## src/rtl/mem_stream_reader.sv

```systemverilog
// mem_stream_reader: sweeps a wrap-around address range over a combinational
// memory read port and returns the words as a valid/ready stream with last.
module mem_stream_reader #(
  parameter int ADDR_WIDTH = 4,
  parameter int DATA_WIDTH = 16,
  parameter int DEPTH      = 16
) (
  input  logic                  clk,
  input  logic                  rst,
  input  logic                  start,
  input  logic [ADDR_WIDTH-1:0] base_addr,
  input  logic [ADDR_WIDTH:0]   length,
  output logic                  busy,
  output logic                  done,
  output logic [ADDR_WIDTH-1:0] mem_read_addr,
  input  logic [DATA_WIDTH-1:0] mem_read_data,
  output logic                  m_valid,
  input  logic                  m_ready,
  output logic [DATA_WIDTH-1:0] m_data,
  output logic                  m_last
);

  localparam logic [ADDR_WIDTH:0]   DEPTH_L  = (ADDR_WIDTH+1)'(DEPTH);
  localparam logic [ADDR_WIDTH:0]   CNT_ONE  = (ADDR_WIDTH+1)'(1);
  localparam logic [ADDR_WIDTH-1:0] PTR_ONE  = ADDR_WIDTH'(1);
  localparam logic [ADDR_WIDTH-1:0] LAST_PTR = ADDR_WIDTH'(DEPTH-1);

  typedef enum logic [1:0] {
    IDLE,
    RUN,
    FINISH
  } state_t;

  state_t                state;
  logic [ADDR_WIDTH-1:0] rd_ptr;
  logic [ADDR_WIDTH:0]   remaining;
  logic [ADDR_WIDTH:0]   eff_len;
  logic [ADDR_WIDTH-1:0] next_ptr;
  logic                  load;
  logic                  drain;
  logic                  last_hs;

  assign eff_len  = (length > DEPTH_L) ? DEPTH_L : length;
  assign next_ptr = (rd_ptr == LAST_PTR) ? '0 : rd_ptr + PTR_ONE;
  assign load     = (!m_valid || m_ready) && (remaining != '0);
  assign drain    = m_ready && (remaining == '0);
  assign last_hs  = m_valid && m_ready && m_last;

  assign mem_read_addr = rd_ptr;

  always_ff @(posedge clk or posedge rst) begin
    if (rst) begin
      state     <= IDLE;
      busy      <= 1'b0;
      done      <= 1'b0;
      m_valid   <= 1'b0;
      m_last    <= 1'b0;
      m_data    <= '0;
      rd_ptr    <= '0;
      remaining <= '0;
    end else begin
      unique case (state)
        IDLE: begin
          if (start) begin
            rd_ptr    <= base_addr;
            remaining <= eff_len;
            busy      <= 1'b1;
            if (eff_len == '0) begin
              state <= FINISH;
              done  <= 1'b1;
            end else begin
              state <= RUN;
            end
          end
        end
        RUN: begin
          // Output register refills whenever its current beat is gone.
          if (load) begin
            m_data    <= mem_read_data;
            m_valid   <= 1'b1;
            m_last    <= (remaining == CNT_ONE);
            rd_ptr    <= next_ptr;
            remaining <= remaining - CNT_ONE;
          end else if (drain) begin
            m_valid <= 1'b0;
            m_last  <= 1'b0;
          end
          if (last_hs) begin
            state <= FINISH;
            done  <= 1'b1;
          end
        end
        FINISH: begin
          state <= IDLE;
          done  <= 1'b0;
          busy  <= 1'b0;
        end
        default: begin
          state <= IDLE;
          done  <= 1'b0;
          busy  <= 1'b0;
        end
      endcase
    end
  end

endmodule
```

## config.mk

```make
export PLATFORM = sky130hd
export DESIGN_NAME = mem_stream_reader
export DESIGN_NICKNAME = d
export VERILOG_FILES = /design/src/rtl/mem_stream_reader.sv
export SDC_FILE = /design/constraint.sdc
export NUM_CORES = 1
export LEC_CHECK = 0
export CAP_MARGIN = 10
export CORE_ASPECT_RATIO = 1.1
export CORE_UTILIZATION = 44
export CTS_CLUSTER_DIAMETER = 150
export DETAILED_ROUTE_END_ITERATION = 16
export PLACE_DENSITY_LB_ADDON = 0.1
export SYNTH_ARGS = -nofsm -noshare
export SYNTH_HDL_FRONTEND = slang
export SYNTH_SLANG_ARGS = --single-unit
```

## constraint.sdc

```tcl
create_clock -name clk -period 1.9 [get_ports clk]
set_input_delay 0.38 -clock clk [delete_from_list [all_inputs] [get_ports clk]]
set_output_delay 0.38 -clock clk [all_outputs]
set_load 0.01 [all_outputs]
```

==> results of run 1 <==
[cell usage in the layout, fill, tap and decap left out, types with 2 or more instances in the layout]
| cell type | synthesis | layout |
|---|---|---|
| clkdlybuf4s50_1 | 0 | 52 |
| dfrtp_1 | 31 | 31 |
| a21oi_1 | 10 | 10 |
| mux2_2 | 9 | 9 |
| nor2_1 | 8 | 8 |
| mux2_4 | 7 | 7 |
| buf_4 | 0 | 7 |
| nand2_1 | 6 | 6 |
| inv_1 | 6 | 6 |
| clkbuf_4 | 0 | 5 |
| nand3_1 | 4 | 4 |
| ha_1 | 4 | 4 |
| a21o_1 | 3 | 3 |
| o21ai_0 | 3 | 3 |
| a31oi_1 | 2 | 2 |
| nor3_1 | 2 | 2 |
| and3_1 | 2 | 2 |
| clkbuf_8 | 0 | 2 |
[cell families (layout without fill, tap and decap cells)]
| kind of cell | after synthesis | in the layout |
|---|---|---|
| compound gates | 30 | 30 |
| fa+ha+maj | 4 | 4 |
| buf+inv | 10 | 74 |
| flops | 31 | 31 |
| mux | 17 | 17 |
| simple gates | 32 | 32 |
[stage by stage]
stage / cell area [µm²] / TNS [ns] / instances
floorplan: 1510 / 0 / 124
detailed placement: 2110 / -0.495 / 214
global placement: 2110 / -0.0939 / 214
global route: 2180 / 0 / 222
CTS: 2180 / 0 / 222
finish: 2180 / 0 / 222
[layout make-up]
| type | count | area [µm²] | area share (%) |
|---|---|---|---|
| inverter | 6 | 22.5 | 1.03 |
| clock buffer | 8 | 68.8 | 3.15 |
| tap | 34 | 42.5 | 1.95 |
| multi-input combinational | 83 | 681 | 31.2 |
| sequential | 31 | 776 | 35.5 |
| timing repair buffer | 60 | 593 | 27.2 |
[state kept, by name, summed over array words and instances, names as in the netlist]
signal,flops
m_data,16
remaining,5
mem_read_addr,4
state,2
busy,1
done,1
m_last,1
m_valid,1
[how the worst min path moves through the flow]
stage                            start            to  slack (ns)  depth (start not counted)
after floorplan           remaining[1]  remaining[1]        0.47                          1
after global placement            done          done        0.47                          1
after detailed placement          busy          busy        0.48                          1
after CTS                          rst      state[0]        0.38                          3
after global routing               rst      state[0]        0.42                          3
final                              rst      state[0]        0.39                          3
[routing by layer]
| metal | up-vias | wire length, µm | GRT usage, % |
|---|---|---|---|
| li1 | 577 | - | - |
| met1 | 583 | 1320 | 23.7 |
| met2 | 37 | 1560 | 32.8 |
| met3 | 8 | 234 | 6.57 |
| met4 | 0 | 65 | 9.23 |
| met5 | - | 0 | 0 |
[power groups by stage]
stage	clock (mW)	combinational, mW	sequential, mW
2_1_floorplan	0	1.06	1.32
3_3_place_gp	0	1.91	1.22
3_5_place_dp	0	1.96	1.24
4_1_cts	0.457	1.97	1.23
5_1_grt	0.479	2.13	1.27
6_report	0.439	1.95	1.23
[worst min-delay path, delay by kind of cell]
family | cells | cell delay, ns
buffers and inverters | 3 | 0.71
==> out/metrics.yaml, run 1 <==
grt_usage_pct: 20.1
pre_cts_ws_ns: -0.0523
die_area_um2: 3680
seq_area_frac_synth_pct: 51.2
rsz0062_at_grt: "no"
synthSimpleGateAreaFrac_pct: 13.6
rr_endpoint: "remaining[2]"
syn-cell-area_um2: 1510
synth-seq-cells: 31
syn-mean-instance-area_um2: 12.2
period_needed_ns: 1.71
core_area_um2: 3150
syn-num-nets: 157
hold_viol_final: 0
grt_max_degree: 19
swShare_pct: 35.1
crit_path_max_fanout: 10
hold_class: "input port to asynchronous set/reset pin"
clk_pin_slew_ns: 0.10
crit_arrival_ns: 1.95
clk_path_buf_depth: 2
num_rows: 21
max_freq_ghz: 0.584
cts_hold_buffers: 0
vias: 1205
drv_slew: 0
yosysUniqueCellTypes: 41
muxShareOfSynthArea_pct: 14.3
yosysTopAreaCell: "dfrtp_1"
grt_pass1_vias: 1296
grt_pass1_wl_mm: 5.58
nNetsFinal: 220
cp.required_ns: 2.14
synth_top_family_by_area: "multiplexers"
synth-compound-area-share_pct: 13.7
crit_type: "flop to flop"
drt_pre_antenna_iters: 10
yosysMostFrequentCell: "dfrtp_1"
whs_ns: 0.386
die-width_um: 57.9
cpPeakStageDelay_ns: 0.42
start_kind: "flop"
intPower_mw: 2.34
routedWlPerCell_um: 14.3
cp-end-kind: "flop"
ios: 53
gr-total-overflow: 0
dieHeight_um: 63.5
drv_cap: 0
drt_iter0_markers: 26
hpwlAfterDp_mm: 2.36
p_switching_mw: 1.27
h-tree-depth: 2
post-route-util_pct: 69.2
pwr-share-clk_pct: 12.1
cts_root_buf: "clkbuf_4"
finClkSkew_ns: 0.0112
leakage_nw: 0.953
numCtsBuffers: 5
combPwrFrac_pct: 53.9
synthAdderAreaFrac_pct: 3.31
crit_slowest_cell: "dfrtp_1"
drt_wl_total_mm: 3.18
start_util_pct: 48.0
post_cts_buffers: 0
synth_edf_count: 0
cts_tree: "built"
crit_buf_inv: 1
remaining_drc_errors: 3
violations: "design-rule violations"
cp-startpoint: "remaining[0]"
fill_cells: 258
postCtsResizedCells: 0
drive_gt1_share_pct: 21.8
status: "finished, violations left"
synth_area_leaders: "dfrtp_1, mux2_4, mux2_2"
p_seq_share_pct: 33.9
clock_latency_ns: 0.33
netlist_instances: 124
reg2reg_from: "remaining[0]"
gp_congestion: 0.776
cp_top_family: "compound AO/OA/AOI/OAI gates"
synth_warnings: 0
setup_viol_count_final: 0
synth_flop_cell: "dfrtp_1"
antenna_found_initial: 0
crit_path_end: "remaining[2]"
fin_ws_ns: 0.187
clock_sinks: 31
reg2reg_setup_slack_ns: 0.19
area_growth_pct: 44.2
via_per_inst: 5.43
synth_xor_area_share_pct: 0
ant_nets: 0
synth_top_area_share_pct: 51.2
critical_path_depth: 6
fin_crit_sh_pct: 90.2
slew_headroom_pct: 76.6
reg2reg_depth: 6
power.total_mw: 3.61
tightest_slew_ns: 0.350
antenna_cells: 0
p_per_area_nw_per_um2: 1660
crit_chain: "inv_1, ha_1, nor4b_4, o31a_2, nor2_1, o22a_2"
synthArstFlopShare_pct: 100
synthTopCellsByCount: "dfrtp_1, a21oi_1, mux2_2, nor2_1, mux2_4"
vdd_drop_max_uv: 830
io_buffers: 52
Power figures use the tool's default switching activity.
==> run 2: changes to the inputs <==
==> constraint.sdc (replaced) <==
create_clock -name clk -period 1.9 [get_ports clk]
set_input_delay 0.285 -clock clk [delete_from_list [all_inputs] [get_ports clk]]
set_output_delay 0.285 -clock clk [all_outputs]
set_load 0.01 [all_outputs]
==> run 2 against run 1 <==
  * The flow still finishes with violations (design-rule violations)
  * Clock-buffer cell count decreased by 1
  * Via count decreased by 0.50%
  * Worst hold slack worse by 0.12 ns
  * Non-clock buffer count is 2 lower
  * Cell count down 0.90%
  * Total power down 2.5%
  * Register-to-register slack improved by 0.02 ns
  * First-iteration DRC count grew 110%
  * Routed wire length grew 2.5%
  * Cell area down 1.5%
  * Critical path depth unchanged
==> out/metrics.yaml, run 2 (same netlist as run 1, synthesis figures left out) <==
cp-end-kind: "flop"
post-route-util_pct: 68.2  # -1.1 points
grt_pass1_vias: 1280  # -1.2%
final_area_um2: 2150  # -1.5%
area_growth_pct: 42.0
grt_usage_pct: 20.3  # +0.19 points
final_common_cell: "clkdlybuf4s50_1"
hold_viol_final: 0  # unchanged
placed_area_um2: 2100  # -0.71%
drt_wl_total_mm: 3.26  # +2.5%
largest_reg_flops: 16  # unchanged
stdcell_count: 220  # -0.90%
grt_pass1_wl_mm: 5.59  # +0.25%
vdd_drop_max_uv: 733  # -12%
drt_iter0_markers: 55  # +110%
hold_class: "input port to asynchronous set/reset pin"
clk_path_buf_depth: 2  # unchanged
start_util_pct: 48.0  # unchanged
start_kind: "flop"
tightest_slew_ns: 0.342  # -0.00824 ns
setup_viol_count_final: 0  # unchanged
drive_gt1_share_pct: 20.4  # -1.4 points
fin_crit_sh_pct: 89.1  # -1.1 points
hpwlAfterDp_mm: 2.47  # +4.7%
wl_met3_um: 266  # +14%
io_buffers: 52  # unchanged
drv_slew: 0  # unchanged
gr-total-overflow: 0  # unchanged
numCtsBuffers: 5  # unchanged
largest-register: "m_data"
crit_type: "flop to flop"
pre_cts_ws_ns: 0.0380  # +0.0902 ns
post_cts_buffers: 0  # unchanged
max_freq_ghz: 0.591  # +1.2%
ant_nets: 0  # unchanged
antenna_found_initial: 0  # unchanged
drv_cap: 0  # unchanged
crit_buf_inv: 1  # unchanged
nNetsFinal: 218  # -0.91%
routedWlPerCell_um: 14.8  # +3.4%
clk_pin_slew_ns: 0.10  # about the same
wl_met2_mm: 1.64  # +5.2%
leakage_nw: 0.934  # -2.0%
finClkSkew_ns: 0.00790  # -0.00331 ns
fin_ws_ns: 0.208  # +0.0209 ns
clock_latency_ns: 0.33  # about the same
status: "finished, violations left"
cts_hold_buffers: 0  # unchanged
grt_max_degree: 20  # +1
drt_pre_antenna_iters: 10  # unchanged
p_per_area_nw_per_um2: 1640  # -0.94%
final_cell_mix: "clkdlybuf4s50_1, dfrtp_1, a21oi_1, mux2_2, nor2_1"
antenna_cells: 0  # unchanged
num_rows: 21  # unchanged
ios: 53  # unchanged
crit_path_max_fanout: 10  # unchanged
cp_top_family: "compound AO/OA/AOI/OAI gates"
cts_tree: "built"
setup_tns_ns: 0  # unchanged
die_area_um2: 3680  # unchanged
clock_sinks: 31  # unchanged
crit_slowest_cell: "dfrtp_1"
dieHeight_um: 63.5  # unchanged
crit_chain: "inv_1, ha_1, nor4b_4, o31a_2, nor2_1, o22a_2"
cpPeakStageDelay_ns: 0.42  # about the same
cp-startpoint: "remaining[0]"
h-tree-depth: 2  # unchanged
met1_length_mm: 1.31  # -0.61%
slew_headroom_pct: 77.1  # +0.55 points
cts_root_buf: "clkbuf_4"
cp.required_ns: 2.13  # about the same
postCtsResizedCells: 0  # unchanged
period_needed_ns: 1.69  # -0.0209 ns
power.total_mw: 3.52  # -2.5%
violations: "design-rule violations"
die-width_um: 57.9  # unchanged
core_area_um2: 3150  # unchanged
reg2reg_from: "remaining[0]"
highest_layer: "met4"
rsz0062_at_grt: "no"
dp.cells: 212  # -0.93%
whs_ns: 0.262  # -0.124 ns
gp_congestion: 0.779  # +0.39%
crit_arrival_ns: 1.92  # -0.03 ns
via_per_inst: 5.45  # +0.41%
vias: 1199  # -0.50%
remaining_drc_errors: 3  # unchanged
run 2: report_power, final:
group | internal, mW | switching [mW]
clock | 0.144 | 0.220
combinational | 1.13 | 0.802
sequential | 0.976 | 0.254
total | 2.25 | 1.28
run 2: final timing paths:
kind	end	slack (ns)	cells after the start
setup / recovery	remaining[2]	0.21	6
hold / removal	m_data[0]	0.26	3
setup reg to reg	remaining[2]	0.21	6
hold reg to reg	busy	0.50	1
max in group asynchronous	m_valid	1.43	3
min in group clk	busy	0.50	1
run 2: final cells by class:
class | count | area [µm²]
inverters | 6 | 22.5
flip-flops and latches | 31 | 776
multi-input cells | 83 | 681
clock inverters | 1 | 5.00
clock buffers | 7 | 45.0
repair buffers | 58 | 578
fillers | 254 | 1000
well taps | 34 | 42.5
run 2: worst reg2reg max path: stages (launching register included):
cell     delay [ns]
dfrtp_1        0.42
inv_1          0.11
ha_1           0.16
nor4b_4        0.31
o31a_2         0.31
nor2_1         0.08
o22a_2         0.19
run 2: metal layers:
layer / vias to the layer above / global-route usage (%)
met5: - / 0
met4: 0 / 5.36
met3: 4 / 8.62
met2: 43 / 35.1
met1: 575 / 22.5
li1: 577 / -
